[src/rtl/row_clear_engine.sv]
// row_clear_engine: removes full playfield rows from a captured board and compacts the rest downward.
// Optional ROW_CLEAR_SCORE_EN builds a saturating running total of cleared lines on score.
module row_clear_engine #(
    parameter int          ROWS     = 16,
    parameter logic [15:0] ROW_MASK = 16'h03FC
) (
    input  logic                  clkSelect,
    input  logic                  reset,
    input  logic                  start,
    input  logic [ROWS-1:0][15:0] board_in,
    output logic                  busy,
    output logic                  done,
    output logic [ROWS-1:0][15:0] board_out,
    output logic [4:0]            lines_cleared,
    output logic [9:0]            score
);
    localparam int AW = $clog2(ROWS);
    typedef enum logic [1:0] {IDLE, SCAN, DONE} state_t;
    state_t state_q, state_d;
    logic [ROWS-1:0][15:0] src_q, src_d, work_q, work_d, board_out_q, board_out_d;
    logic [AW-1:0] rd_q, rd_d, wr_q, wr_d;
    logic [4:0] cnt_q, cnt_d, lines_cleared_q, lines_cleared_d;
    logic busy_q, busy_d, done_q, done_d;
    logic [15:0] row;
    logic full, last;
    always_comb begin
        row = src_q[rd_q];
        full = (row & ROW_MASK) == ROW_MASK;
        last = state_q == SCAN && rd_q == '0;
        state_d = state_q;
        src_d = src_q;
        work_d = work_q;
        board_out_d = board_out_q;
        rd_d = rd_q;
        wr_d = wr_q;
        cnt_d = cnt_q;
        lines_cleared_d = lines_cleared_q;
        busy_d = busy_q;
        done_d = 1'b0;
        case (state_q)
            IDLE: if (start) begin
                state_d = SCAN;
                src_d = board_in;
                work_d = '0;
                rd_d = AW'(ROWS - 1);
                wr_d = AW'(ROWS - 1);
                cnt_d = '0;
                busy_d = 1'b1;
            end
            SCAN: begin
                if (full) cnt_d = cnt_q + 5'd1;
                else begin
                    work_d[wr_q] = row;
                    wr_d = wr_q == '0 ? wr_q : wr_q - 1'b1;
                end
                // The last row's result goes straight to the outputs so done sees it.
                if (last) begin
                    state_d = DONE;
                    board_out_d = work_d;
                    lines_cleared_d = cnt_d;
                    done_d = 1'b1;
                end else rd_d = rd_q - 1'b1;
            end
            DONE: begin
                state_d = IDLE;
                busy_d = 1'b0;
            end
            default: state_d = IDLE;
        endcase
    end
    always_ff @(posedge clkSelect) begin
        if (reset) begin
            state_q <= IDLE;
            src_q <= '0;
            work_q <= '0;
            board_out_q <= '0;
            rd_q <= '0;
            wr_q <= '0;
            cnt_q <= '0;
            lines_cleared_q <= '0;
            busy_q <= 1'b0;
            done_q <= 1'b0;
        end else begin
            state_q <= state_d;
            src_q <= src_d;
            work_q <= work_d;
            board_out_q <= board_out_d;
            rd_q <= rd_d;
            wr_q <= wr_d;
            cnt_q <= cnt_d;
            lines_cleared_q <= lines_cleared_d;
            busy_q <= busy_d;
            done_q <= done_d;
        end
    end
    assign busy = busy_q;
    assign done = done_q;
    assign board_out = board_out_q;
    assign lines_cleared = lines_cleared_q;
`ifdef ROW_CLEAR_SCORE_EN
    logic [9:0] score_q, score_d;
    logic [10:0] sum;
    always_comb begin
        sum = {1'b0, score_q} + {6'd0, lines_cleared_d};
        score_d = last ? (sum > 11'd1023 ? 10'd1023 : sum[9:0]) : score_q;
    end
    always_ff @(posedge clkSelect) begin
        if (reset) score_q <= '0;
        else score_q <= score_d;
    end
    assign score = score_q;
`else
    assign score = '0;
`endif
endmodule

[config.mk]
export PLATFORM = sky130hd
export DESIGN_NAME = row_clear_engine
export DESIGN_NICKNAME = d
export VERILOG_FILES = /design/src/rtl/row_clear_engine.sv
export SDC_FILE = /design/constraint.sdc
export NUM_CORES = 2
export LEC_CHECK = 0
export BUFFER_PORTS_ARGS = -buffer_cell sky130_fd_sc_hd__buf_2
export CORE_MARGIN = 2
export CORE_UTILIZATION = 35
export CTS_CLUSTER_SIZE = 28
export DETAILED_ROUTE_END_ITERATION = 8
export HOLD_SLACK_MARGIN = 0.08
export PLACE_DENSITY = 0.67
export SLEW_MARGIN = 30
export SYNTH_ARGS = -nofsm -noshare
export SYNTH_HDL_FRONTEND = slang
export SYNTH_SLANG_ARGS = --single-unit
[constraint.sdc]
create_clock -name clkSelect -period 2.5 [get_ports clkSelect]
set_input_delay 0.5 -clock clkSelect [delete_from_list [all_inputs] [get_ports clkSelect]]
set_output_delay 0.5 -clock clkSelect [all_outputs]
set_load 0.05 [all_outputs]
==> results.txt <==
----------------------------------------------------
[Logic synthesis]
  Post-synth top cells ... 790 x sky130_fd_sc_hd__dfxtp_1, 539 x sky130_fd_sc_hd__nand2_1, 398 x sky130_fd_sc_hd__nor2_1, 274 x sky130_fd_sc_hd__a21oi_1, 253 x sky130_fd_sc_hd__clkbuf_1
  Area fraction in and, or, nand and nor cells after synthesis ... 0.2012
  Top cells by area in the synthesized netlist ... sky130_fd_sc_hd__dfxtp_1 50%, sky130_fd_sc_hd__a22o_1 6.9%, sky130_fd_sc_hd__nand2_1 6.4%
  Number of flops mapped to enable cells by yosys ... 0
  Compound-cell area share of the yosys netlist ... 0.1803
  Register bit count reported by yosys ... 790
  Number of distinct library cells after synthesis ... 56
  Ys async rst share ... 0
  Largest area contributor in the synthesized netlist ... sky130_fd_sc_hd__dfxtp_1
  Synth top area share ... 0.4990
  Cell Area, Synth ... 31690 sq um
  Combinational family with the most area after synthesis ... simple AND/OR/NAND/NOR gates
  Mux cell area share after synthesis ... 0.06178
  Main synth FF type ... sky130_fd_sc_hd__dfxtp_1
  Sequential area share after synthesis ... 0.4990
  Adder and majority cell fraction of the synthesized area ... 0.003158
  Leading cell type by number of instances after synthesis ... sky130_fd_sc_hd__dfxtp_1
  Average size of a mapped cell ... 8.981 sq um
  Synth Warn # ... 0
  Cells after Synth ... 3529
  Post-synthesis share of cell area spent on xor and xnor gates ... 0.0008290

[Power and ir drop]
  Portion of total power attributed to sequential cells ... 0.391
  Power consumption ... 35.22 mW
  Switching part of the total ... 0.3126
  Internal power of the cells ... ~24 mW
  Leakage power summed over all cells ... 17.94 nW
  Switch Pwr ... 11.01 mW
  Part of the power in the clock network ... 0.386
  Maximum VDD drop ... 0.5347 mV
  Combinational share of power ... 0.223
  PwrDens ... 803.1 nW/um^2

[Worst setup path]
  Number of cell instances on the worst register-to-register path ... 13
  RR Startpoint ... rd_q[1]
  Maximum fanout along the worst path ... 8
  WP data required ... 3.04 ns
  Data arrival at the endpoint of the critical path ... roughly 3.5 ns
  Worst setup EP type ... register
  Critical path class ... register to register
  Critical Path Start Type ... register
  FF-to-FF End ... board_out[155]
  Reg-to-reg slack, setup ... -0.48 ns

[Placement]
  Area post-placement ... 37220 sq um
  IO buf count ... roughly 520
  Setup Slack @ Placement ... -0.6632 ns
  Routability congestion estimate ... 0.8870
  DPL Wire Length ... a little under 90000 microns

[Finish]
  Final core utilization ... 0.4880
  Final Cell Area ... 43860 sq um
  Area Growth Syn to Fin ... 38.38%
  Total number of nets in the final design ... 4482
  Fraction of layout instances using a drive strength above 1 ... 0.3129

[Route]
  Total number of vias ... 30.30k
  Total Routed Length ... around 130000 microns
  DR iter-0 viols ... 3436
  Post-detailed-route via-to-cell ratio ... 5.549
  Average routed wire per standard cell ... 23.79 microns
  DRT antenna net count ... 0
  DRC violation count after routing ... 0
  Count of TritonRoute iterations in the first routing pass ... 7

[Timing]
  Pin slew with the least headroom to its limit ... 0.9837 ns
  Worst Clk Skew ... 0.02997 ns
  Unrepaired setup endpoints after global routing ... true
  Final slew viol count ... 0
  Worst setup slack after layout ... -0.4834 ns
  Crit share post-route ... 1.193
  Final Hold Violating Endpoints ... 0
  Post-route minimum period ... 2.983 ns
  Endpoints failing setup ... 526
  Worst rel slew slack ... 0.3442
  Peak Freq ... between 300 and 400 MHz

[Clock tree]
  Clock-pin slew reported for the worst setup and hold paths after clock tree synthesis ... 0.07 ns
  Number of buffers inserted during clock tree synthesis ... 85
  Clock tree from TritonCTS ... yes
  Clock buffer depth ... 3
  Library cell used as clock root buffer ... sky130_fd_sc_hd__clkbuf_16
  Depth of the CTS H-tree ... 3
  Clk sink count ... 790
  Later-pin clock latency in the skew report ... 0.65 ns

[Global route]
  Met3 Use GR ... 0.04895
  Maximum number of pins on one net before global-route repair ... 168
  Global-route wire length before repair ... about 180000 microns
  Met1 Resource Use GR ... 0.3347
  Remaining global-route overflow ... 0
  Global routing usage on met2 ... 0.4319
  GRT busiest layer ... met2
  Total Routing Usage GR ... 0.2589
  Vias in the first global route ... 27.51k
  Antenna violations before repair ... 3

[Floorplanning]
  Chip height ... 304.9 microns
  Core area ... 89870 sq um
  Starting Density ... 0.3527
  Die Footprint ... 92980 sq um
  Std cell rows ... 110
  Number of top-level design ports ... roughly 530
  Overall die width ... approximately 300 microns

[Min path]
  Path class of the lowest-slack min-delay path ... primary input to register
  Number of cells on the worst hold path ... 3
  Worst Min Path Start ... board_in[96]
  Worst Hold Path EP ... src_q[96]

[Run status]
  Status ... finished, violations left
  Failing checks ... negative setup slack

[Run]
  MaxCap Viol Count ... 0

----------------------------------------------------
-- kinds of logic after synthesis --
logic type               Yosys count
AO/OA/AOI/OAI                    835
XOR/XNOR                           3
adder cells (fa/ha/maj)            8
buffers and inverters            378
flip-flops                       790
multiplexers                     102
other                              1
AND/OR/NAND/NOR                 1412
-- per-stage QoR --
stage / TNS, ns / hold WS [ns] / instances
2_1_floorplan: -7.422 / 0.4198 / 3538
3_3_place_gp: -229.40 / 0.4305 / 5150
3_5_place_dp: -249.07 / 0.4438 / 5150
4_1_cts: -198.81 / 0.08018 / 5399
5_1_grt: -223.63 / 0.09404 / 5458
6_report: -181.60 / 0.1053 / 5461
-- layout by cell type (no fill, tap or decap), types with 25 or more instances in the layout --
master	n
sky130_fd_sc_hd__and2_1	42
sky130_fd_sc_hd__nor3_1	85
sky130_fd_sc_hd__nor4_1	114
sky130_fd_sc_hd__buf_6	45
sky130_fd_sc_hd__a21oi_1	271
sky130_fd_sc_hd__dlygate4sd3_1	51
sky130_fd_sc_hd__nor2_1	397
sky130_fd_sc_hd__a31oi_1	101
sky130_fd_sc_hd__buf_12	83
sky130_fd_sc_hd__buf_4	221
sky130_fd_sc_hd__dfxtp_1	787
sky130_fd_sc_hd__a22o_1	248
sky130_fd_sc_hd__a211oi_1	101
sky130_fd_sc_hd__nor3_2	25
sky130_fd_sc_hd__mux4_2	70
sky130_fd_sc_hd__a211oi_2	35
sky130_fd_sc_hd__nand2_1	535
sky130_fd_sc_hd__clkbuf_16	107
sky130_fd_sc_hd__nand2b_1	103
sky130_fd_sc_hd__buf_2	520
-- power by group through the flow --
stage / sequential [mW] / combinational [mW] / clock (mW)
finish: 13.8 / 7.85 / 13.6
global route: 13.8 / 8.24 / 14.2
CTS: 13.8 / 7.18 / 13.7
detailed placement: 14.0 / 6.84 / 0
global placement: 14.0 / 6.79 / 0
floorplan: 15.0 / 3.11 / 0
-- metal layers --
| layer | part of all wire | wire (microns) | up-vias |
|---|---|---|---|
| met5 | 0 | 0 | - |
| met4 | 0.039 | 5118 | 0 |
| met3 | 0.088 | 11470 | 256 |
| met2 | 0.47 | 61570 | 1577 |
| met1 | 0.40 | 51790 | 14590 |
| li1 | - | - | 13880 |
-- worst max-delay path by stage --
| stage | end | depth (start not counted) | startpoint |
|---|---|---|---|
| floorplan | board_out[128] | 13 | rd_q[1] |
| global placement | lines_cleared[3] | 11 | rd_q[1] |
| detailed placement | work_q[127] | 10 | rd_q[1] |
| CTS | lines_cleared[3] | 13 | rd_q[1] |
| global route | board_out[207] | 13 | rd_q[1] |
| finish | board_out[155] | 13 | rd_q[1] |
-- registers in the layout (all words and copies together), names as in the netlist --
| register | cells |
|---|---|
| rd_q | 4 |
| cnt_q | 5 |
| lines_cleared | 5 |
| done | 1 |
| src_q | 256 |
| busy | 1 |
| work_q | 256 |
| wr_q | 4 |
| board_out | 256 |
| state_q | 2 |
-- repair_timing --
action	in CTS	in global routing
hold buffers	51	0
gates cloned	4	24
hold endpoints to repair	51	0
setup endpoints to repair	526	528
buffers inserted	42	38
gates resized for setup	62	291
pin swaps	51	192
-- area by class of cell --
| type | count | area, sq um |
|---|---|---|
| Fill cell | 8167 | 46020 |
| Sequential cell | 790 | 15830 |
| Multi-Input combinational cell | 2370 | 15720 |
| Timing Repair Buffer | 959 | 7781 |
| Clock buffer | 124 | 2506 |
| Tap cell | 1176 | 1471 |
| Clock inverter | 30 | 504.2 |
| Inverter | 9 | 46.29 |
| Antenna cell | 3 | 7.507 |
-- critical path: stages (launching register included) --
cell and delay [ns]:
sky130_fd_sc_hd__dfxtp_4 0.38, sky130_fd_sc_hd__buf_6 0.13, sky130_fd_sc_hd__buf_12 0.13, sky130_fd_sc_hd__mux4_2 0.53, sky130_fd_sc_hd__mux2i_2 0.19, sky130_fd_sc_hd__and4bb_1 0.28
sky130_fd_sc_hd__nand3_4 0.12, sky130_fd_sc_hd__buf_12 0.16, sky130_fd_sc_hd__and2_4 0.21, sky130_fd_sc_hd__buf_6 0.13, sky130_fd_sc_hd__buf_12 0.13, sky130_fd_sc_hd__buf_12 0.14
sky130_fd_sc_hd__a31oi_4 0.07, sky130_fd_sc_hd__a211oi_1 0.28
Power figures use the tool's default switching activity.
